File: config.mk
export PLATFORM = sky130hd
export DESIGN_NAME = sram_arbiter
export DESIGN_NICKNAME = d
export VERILOG_FILES = /design/src/rtl/sram_arbiter.sv
export SDC_FILE = /design/constraint.sdc
export NUM_CORES = 1
export LEC_CHECK = 0
export ABC_AREA = 1
export CAP_MARGIN = 0
export CORE_MARGIN = 5
export CORE_UTILIZATION = 40
export CTS_CLUSTER_DIAMETER = 50
export DETAILED_ROUTE_END_ITERATION = 16
export PLACE_DENSITY = 0.8
export REMOVE_ABC_BUFFERS = 1
export SLEW_MARGIN = 5
export SYNTH_ARGS = -nofsm -noshare
export SYNTH_HDL_FRONTEND = slang
export SYNTH_SLANG_ARGS = --single-unit
File: constraint.sdc
create_clock -name clk -period 1.73 [get_ports clk]
set_clock_uncertainty 0.15 [all_clocks]
set_input_delay 0.4325 -clock clk [delete_from_list [all_inputs] [get_ports clk]]
set_output_delay 0.4325 -clock clk [all_outputs]
set_load 0.1 [all_outputs]
File: src/rtl/sram_arbiter.sv
// Purpose : round-robin arbiter sharing one byte-wide SRAM bus between two masters (m0 CPU, m1 loader/DMA).
// Latency : cs high for 1+WAIT_STATES cycles after the grant edge; ack one cycle later; next grant WAIT_STATES+3 cycles on.
// Backpressure: a master holds req/addr/we/wdata until its ack; one access in flight, the other master simply waits.
//
// Ports:
//   clk, rst                      clock, synchronous active-high reset
//   m0_req/we/addr/wdata          master 0 request (held until m0_ack)
//   m0_rdata, m0_ack              master 0 read data (held) and one-cycle completion pulse
//   m1_*                          identical set for master 1
//   A, data_out, data_in, cs, we  SRAM bus (cs/we active-high)
//   busy, grant_id                access in progress (ACCESS/DONE) and owning master
module sram_arbiter #(
    parameter int ADDR_W      = 16,
    parameter int DATA_W      = 8,
    parameter int WAIT_STATES = 1
) (
    input  logic              clk,
    input  logic              rst,
    input  logic              m0_req,
    input  logic              m0_we,
    input  logic [ADDR_W-1:0] m0_addr,
    input  logic [DATA_W-1:0] m0_wdata,
    output logic [DATA_W-1:0] m0_rdata,
    output logic              m0_ack,
    input  logic              m1_req,
    input  logic              m1_we,
    input  logic [ADDR_W-1:0] m1_addr,
    input  logic [DATA_W-1:0] m1_wdata,
    output logic [DATA_W-1:0] m1_rdata,
    output logic              m1_ack,
    output logic [ADDR_W-1:0] A,
    output logic [DATA_W-1:0] data_out,
    input  logic [DATA_W-1:0] data_in,
    output logic              cs,
    output logic              we,
    output logic              busy,
    output logic              grant_id
);

    typedef enum logic [1:0] {
        IDLE   = 2'd0,
        ACCESS = 2'd1,
        DONE   = 2'd2
    } state_t;

    localparam logic [3:0] WAIT_INIT = 4'(WAIT_STATES);

    state_t     state;
    logic [3:0] wait_cnt;
    logic       last_grant;
    logic       pick;

    // On a tie the master that did not win last time gets the bus;
    // otherwise whichever master is requesting (m1 iff only m1 asks).
    assign pick = (m0_req && m1_req) ? ~last_grant : m1_req;

    always_ff @(posedge clk) begin
        if (rst) begin
            state      <= IDLE;
            wait_cnt   <= '0;
            last_grant <= 1'b1;
            cs         <= 1'b0;
            we         <= 1'b0;
            A          <= '0;
            data_out   <= '0;
            m0_ack     <= 1'b0;
            m1_ack     <= 1'b0;
            m0_rdata   <= '0;
            m1_rdata   <= '0;
            busy       <= 1'b0;
            grant_id   <= 1'b0;
        end else begin
            m0_ack <= 1'b0;
            m1_ack <= 1'b0;
            case (state)
                IDLE: begin
                    if (m0_req || m1_req) begin
                        A          <= pick ? m1_addr  : m0_addr;
                        we         <= pick ? m1_we    : m0_we;
                        data_out   <= pick ? m1_wdata : m0_wdata;
                        cs         <= 1'b1;
                        grant_id   <= pick;
                        last_grant <= pick;
                        wait_cnt   <= WAIT_INIT;
                        busy       <= 1'b1;
                        state      <= ACCESS;
                    end
                end
                ACCESS: begin
                    if (wait_cnt != 4'd0) begin
                        wait_cnt <= wait_cnt - 4'd1;
                    end else begin
                        // Read data is captured on the edge that ends the last cs cycle.
                        if (!we) begin
                            if (grant_id) m1_rdata <= data_in;
                            else          m0_rdata <= data_in;
                        end
                        if (grant_id) m1_ack <= 1'b1;
                        else          m0_ack <= 1'b1;
                        cs    <= 1'b0;
                        we    <= 1'b0;
                        state <= DONE;
                    end
                end
                DONE: begin
                    // Turnaround cycle: ack is visible now, bus idle before the next grant.
                    busy  <= 1'b0;
                    state <= IDLE;
                end
                default: begin
                    state <= IDLE;
                end
            endcase
        end
    end

endmodule

* After elaboration in Yosys (flattened, before gate mapping)
Cells that the tools add are included.
** Operators by class
- Bitwise logic cells :: 5
- Equality and inequality tests :: 5
- Multiply operators :: 0
- Divide/modulo/power cells :: 0
- Muxes and demuxes :: 18
- Shift-type cells :: 0
- Order comparisons :: 0
- $add $sub $neg :: 1
- Reductions and logical operators :: 14
** Operators by type and width (number)
- 16-bit 2-to-1 mux :: 1
- 4-bit 2-to-1 mux :: 2
- 8-bit 2-to-1 mux :: 1
- 4-bit case mux with 2 select lines :: 1
- 4-bit AND reduction :: 2
- 1-bit 2-to-1 mux :: 7
- 2-bit inequality test (second input constant) :: 3
- 1-bit case mux with 2 select lines :: 3
- 2-bit AND reduction :: 3
- 3-bit AND reduction :: 2
- 1-bit NOT :: 5
- 2-bit 2-to-1 mux :: 2
- 2-bit case mux with 2 select lines :: 1
- 2-bit nonzero test :: 2
- 4-bit nonzero test :: 1
- 4-bit by 1-bit subtractor with 4-bit output (second input constant) :: 1
- 3-bit OR reduction :: 1
- 2-bit by 1-bit == test with 1-bit output (second input constant) :: 1
- 2-bit == test (second input constant) :: 1
- 2-bit logical NOT :: 1
- 1-bit logical AND :: 1
- 1-bit logical OR :: 1
** Word-level totals
- Word-level logic and storage cells :: 56
- Bits in writable memories :: 0
- Memories :: 0
- Bits in latches :: 0
- Memory bits (read-only) :: 0
- Bits of input ports :: 62
- Bits in registers :: 53
- Output and inout port bits :: 46

* Logic depth before layout (Yosys ltp)
- Depth after elaboration :: 5
- Mapped depth :: 8
- Mapped depth without buffers :: 8

* Least setup slack after synthesis
Ideal clock, no wire load.
- Kind :: register to register
- Start :: register grant_id
- End :: register m1_rdata[0]
- Slack :: -0.233 ns
- Data arrival time :: 1.747 ns
- Stages on the path, launching flop included :: 7
- Data required time :: 1.514 ns
- Setup time :: 0.066 ns
- Path buffers :: 0
- Clock period less this slack :: 1.963 ns
- Path through :: dfxtp_1 > inv_2 > nor2_4 > inv_1 > nor2_8 > nor2_1 > nor2_1
** On the way
- Longest elaborated chain between the ends :: 1
** RTL lines
- from (decl) :: RTL line 37 : output logic grant_id
- from (signal assigned) :: RTL line 82 : grant_id <= pick;
- 4-bit AND reduction (no line)
- to (signal assigned) :: RTL line 95 : if (grant_id) m1_rdata <= data_in;
- to (decl) :: RTL line 29 : output logic [DATA_W-1:0] m1_rdata,
Every way passes these cells.
A chain may end at the register's enable or synchronous reset.

* Worst setup path after layout
- Start :: input m1_req
- End :: register A[1]
** On the way
- Longest elaborated chain between the ends :: 3
- Elaborated cells between the ends (all ways) :: 5
- Those cells by class :: mux: 2; reduce/logical: 3
** RTL lines
- from (decl) :: RTL line 25 : input logic m1_req,
- 1-bit logical AND :: RTL line 55 : assign pick = (m0_req && m1_req) ? ~last_grant : m1_req;
- 1-bit 2-to-1 mux :: RTL line 55
- 16-bit 2-to-1 mux :: RTL line 78 : A <= pick ? m1_addr : m0_addr;
- to (signal assigned) :: RTL line 78
- to (decl) :: RTL line 31 : output logic [ADDR_W-1:0] A,
Several ways; a longest one is shown, not always the timed one.

==> results.md <==
- Finished Layout Cells: 489
- Post-layout min period: 1670 ps
- DR iter-0 viols: 119
- Starting Density: 41.0%
- Syn_area_per_cell: 7.48 um^2
- Cell variety after synth: 25
- Worst hold stages: 2
- Worst min path class: reg -> reg
- Area grow syn2layout: 80.8%
- Pre-CTS setup slack: -202 ps
- Max Clock Freq: 600 MHz
- Die span in y: 84.9 um
- TritonCTS Sinks: 53
- Layout cells sized above 1: 21.8%
- Final nets: 480
- Fin. Hold Viols: 0
- Wirelength, routed: 6640 um
- GRT Util Overall: 18.4%
- Routed vias: 2334
- Top cell type's share of synthesized area: 47.3%
- H-tree Lvls: 2
- TritonCTS clock tree: done
- Largest area contributor in the netlist: dfxtp_1
- Routed vias/inst: 4.77
- R2r setup slk: 190 ps
- CTS buffer count: 5
- Synth warn: 0
- Worst Hold Slack: 341 ps
- Worst-path clk slew: 90 ps
- Largest net degree at the start of global routing: 27
- Mapped Area: 0.00224 mm^2
- Top FF cell, synth: dfxtp_1
- Hold path startpoint: last_grant
- Leak Pwr: 1.70 nW
- Dominant cells by area after synthesis: dfxtp_1, nand2_1, nor2_1
- Antenna violations before repair: 0
- Post-placement cell count: 481
- Gr ovfl total: 0
- R2R Path End: wait_cnt[3]
- Final Max Slew Viols: 0
- IO buf count: 107
- Max-cap violations: 0
- Slew @ Worst Pin: 351 ps
- Endpoint, Worst Hold: last_grant
- Arr. time, crit path: 1740 ps
- FILL cells: 398
- Post-synthesis sequential area ratio: 47.3%
- Crit-path max FO: 19
- First-pass GRT wire length: 10600 um
- Count leader, synth: nand2_1
- Period utilization: 96.4%
- Drt pass-1 iters: 4
- Crit path kind: in -> reg
- Post-synthesis cell count: 300
- Pwr/cell area: 1120 mW/mm^2
- Endpoint class of the critical path: flop
- CTS max path bufs: 2
- R2R cell count: 8
- Synth async-reset ratio: 0%
- Reg2Reg Launch Point: wait_cnt[0]
- Placer Congestion: 0.868
- Setup TNS: 0 ps
- Multi-input logic area: 0.00104 mm^2
- Cell Rows: 27
- Post-synth top cells: nand2_1, dfxtp_1, nor2_1, o21ai_0, nand3_1
- # setup viols final: 0
- Fin area: 0.00406 mm^2
- Pwr Total: 4.56 mW
- Skew-Pair Late Insertion Delay: 300 ps
- Sequential cell area: 0.00106 mm^2
- CORE AREA: 0.00547 mm^2
- Peak VDD IR: 0.705 mV
- EDFF count, synth: 0
- #FFs+latches synth: 53
- Slew headroom: 76.6%
- WL per Instance: 13.6 um
- Die W: 84.9 um
- Outcome: finished, final reports clean
- Startpoint Class: input port
- PnR worst setup slack: 62.3 ps
- Root buf cell: clkbuf_8
- Die ar.: 0.00721 mm^2
- Vias in the first global route: 2353
- Total I/O pin count: 108
- DP Area: 0.00394 mm^2
- ANT nets after route: 0
- HPWL Detailed: 5220 um
- Final design utilization: 74.1%
- DRC Markers: 0
- Worst Path Required: 1800 ps
- N_diodes: 0
per-layer routing:
metal	vias up	GRT usage (%)	share of wire [%]
met5	-	0	0
met4	0	6.62	1.9
met3	12	10.0	14
met2	110	31.7	48
met1	1025	18.9	36
li1	1187	-	-
power by group:
part           switching [mW]  internal, mW
Combinational            1.42         0.839
Sequential              0.173          1.38
Clock                   0.390         0.362
critical path, cell delays in order:
cell and delay [ps]:
clkdlybuf4s50_1 480, o21ai_4 240, nand2_1 120, inv_2 120, buf_12 150, nand2_1 70, o21ai_1 120
logic make-up (layout without fill, tap and decap cells):
kind of cell	after synthesis	in the layout	synth area share, %
xor+xnor	1	1	0.390
simple gates	153	153	31.3
buf+inv	33	150	6.75
flops	53	53	47.3
compound gates	58	58	13.2
fa+ha+maj	2	2	1.12
state kept, by name, summed over array words and instances (netlist names), 2 cells and up:
| register | cells |
|---|---|
| A | 16 |
| data_out | 8 |
| m0_rdata | 8 |
| m1_rdata | 8 |
| wait_cnt | 4 |
| state | 2 |
how the worst max path moves through the flow:
stage | from | endpoint | slack, ps | cells past startpoint
2_1_floorplan | grant_id | m1_rdata[0] | -230 | 6
3_3_place_gp | m1_req | wait_cnt[3] | -130 | 6
3_5_place_dp | m1_req | A[11] | -200 | 7
4_1_cts | m1_req | A[1] | 20 | 7
5_1_grt | m1_req | A[1] | -0.3 | 7
6_report | m1_req | A[1] | 60 | 7
area by class of cell:
cell class              count  area share [%]
well taps                  72            2.22
flip-flops and latches     53            26.2
clock buffers               7            2.38
clock inverters             1           0.123
inverters                  20            2.04
multi-input cells         214            25.6
repair buffers            122            41.5
placed cells by master, fill, tap and decap left out, drive strengths merged:
| master | n |
|---|---|
| o21ai | 50 |
| nand3 | 22 |
| or2 | 1 |
| xnor2 | 1 |
| clkdlybuf4s50 | 61 |
| buf | 61 |
| dfxtp | 53 |
| o22ai | 1 |
| a21oi | 7 |
| ha | 2 |
| clkinv | 1 |
| nor2 | 68 |
| inv | 20 |
| nand2 | 59 |
| clkbuf | 7 |
| nor3 | 3 |
what timing repair did:
| action | in CTS | in global routing |
|---|---|---|
| endpoints found under the setup margin | 0 | 3 |
| hold buffers | 0 | 0 |
| setup buffers | 0 | 0 |
| resized for setup | 0 | 3 |
Note: power is estimated with default switching activity, not from simulation.
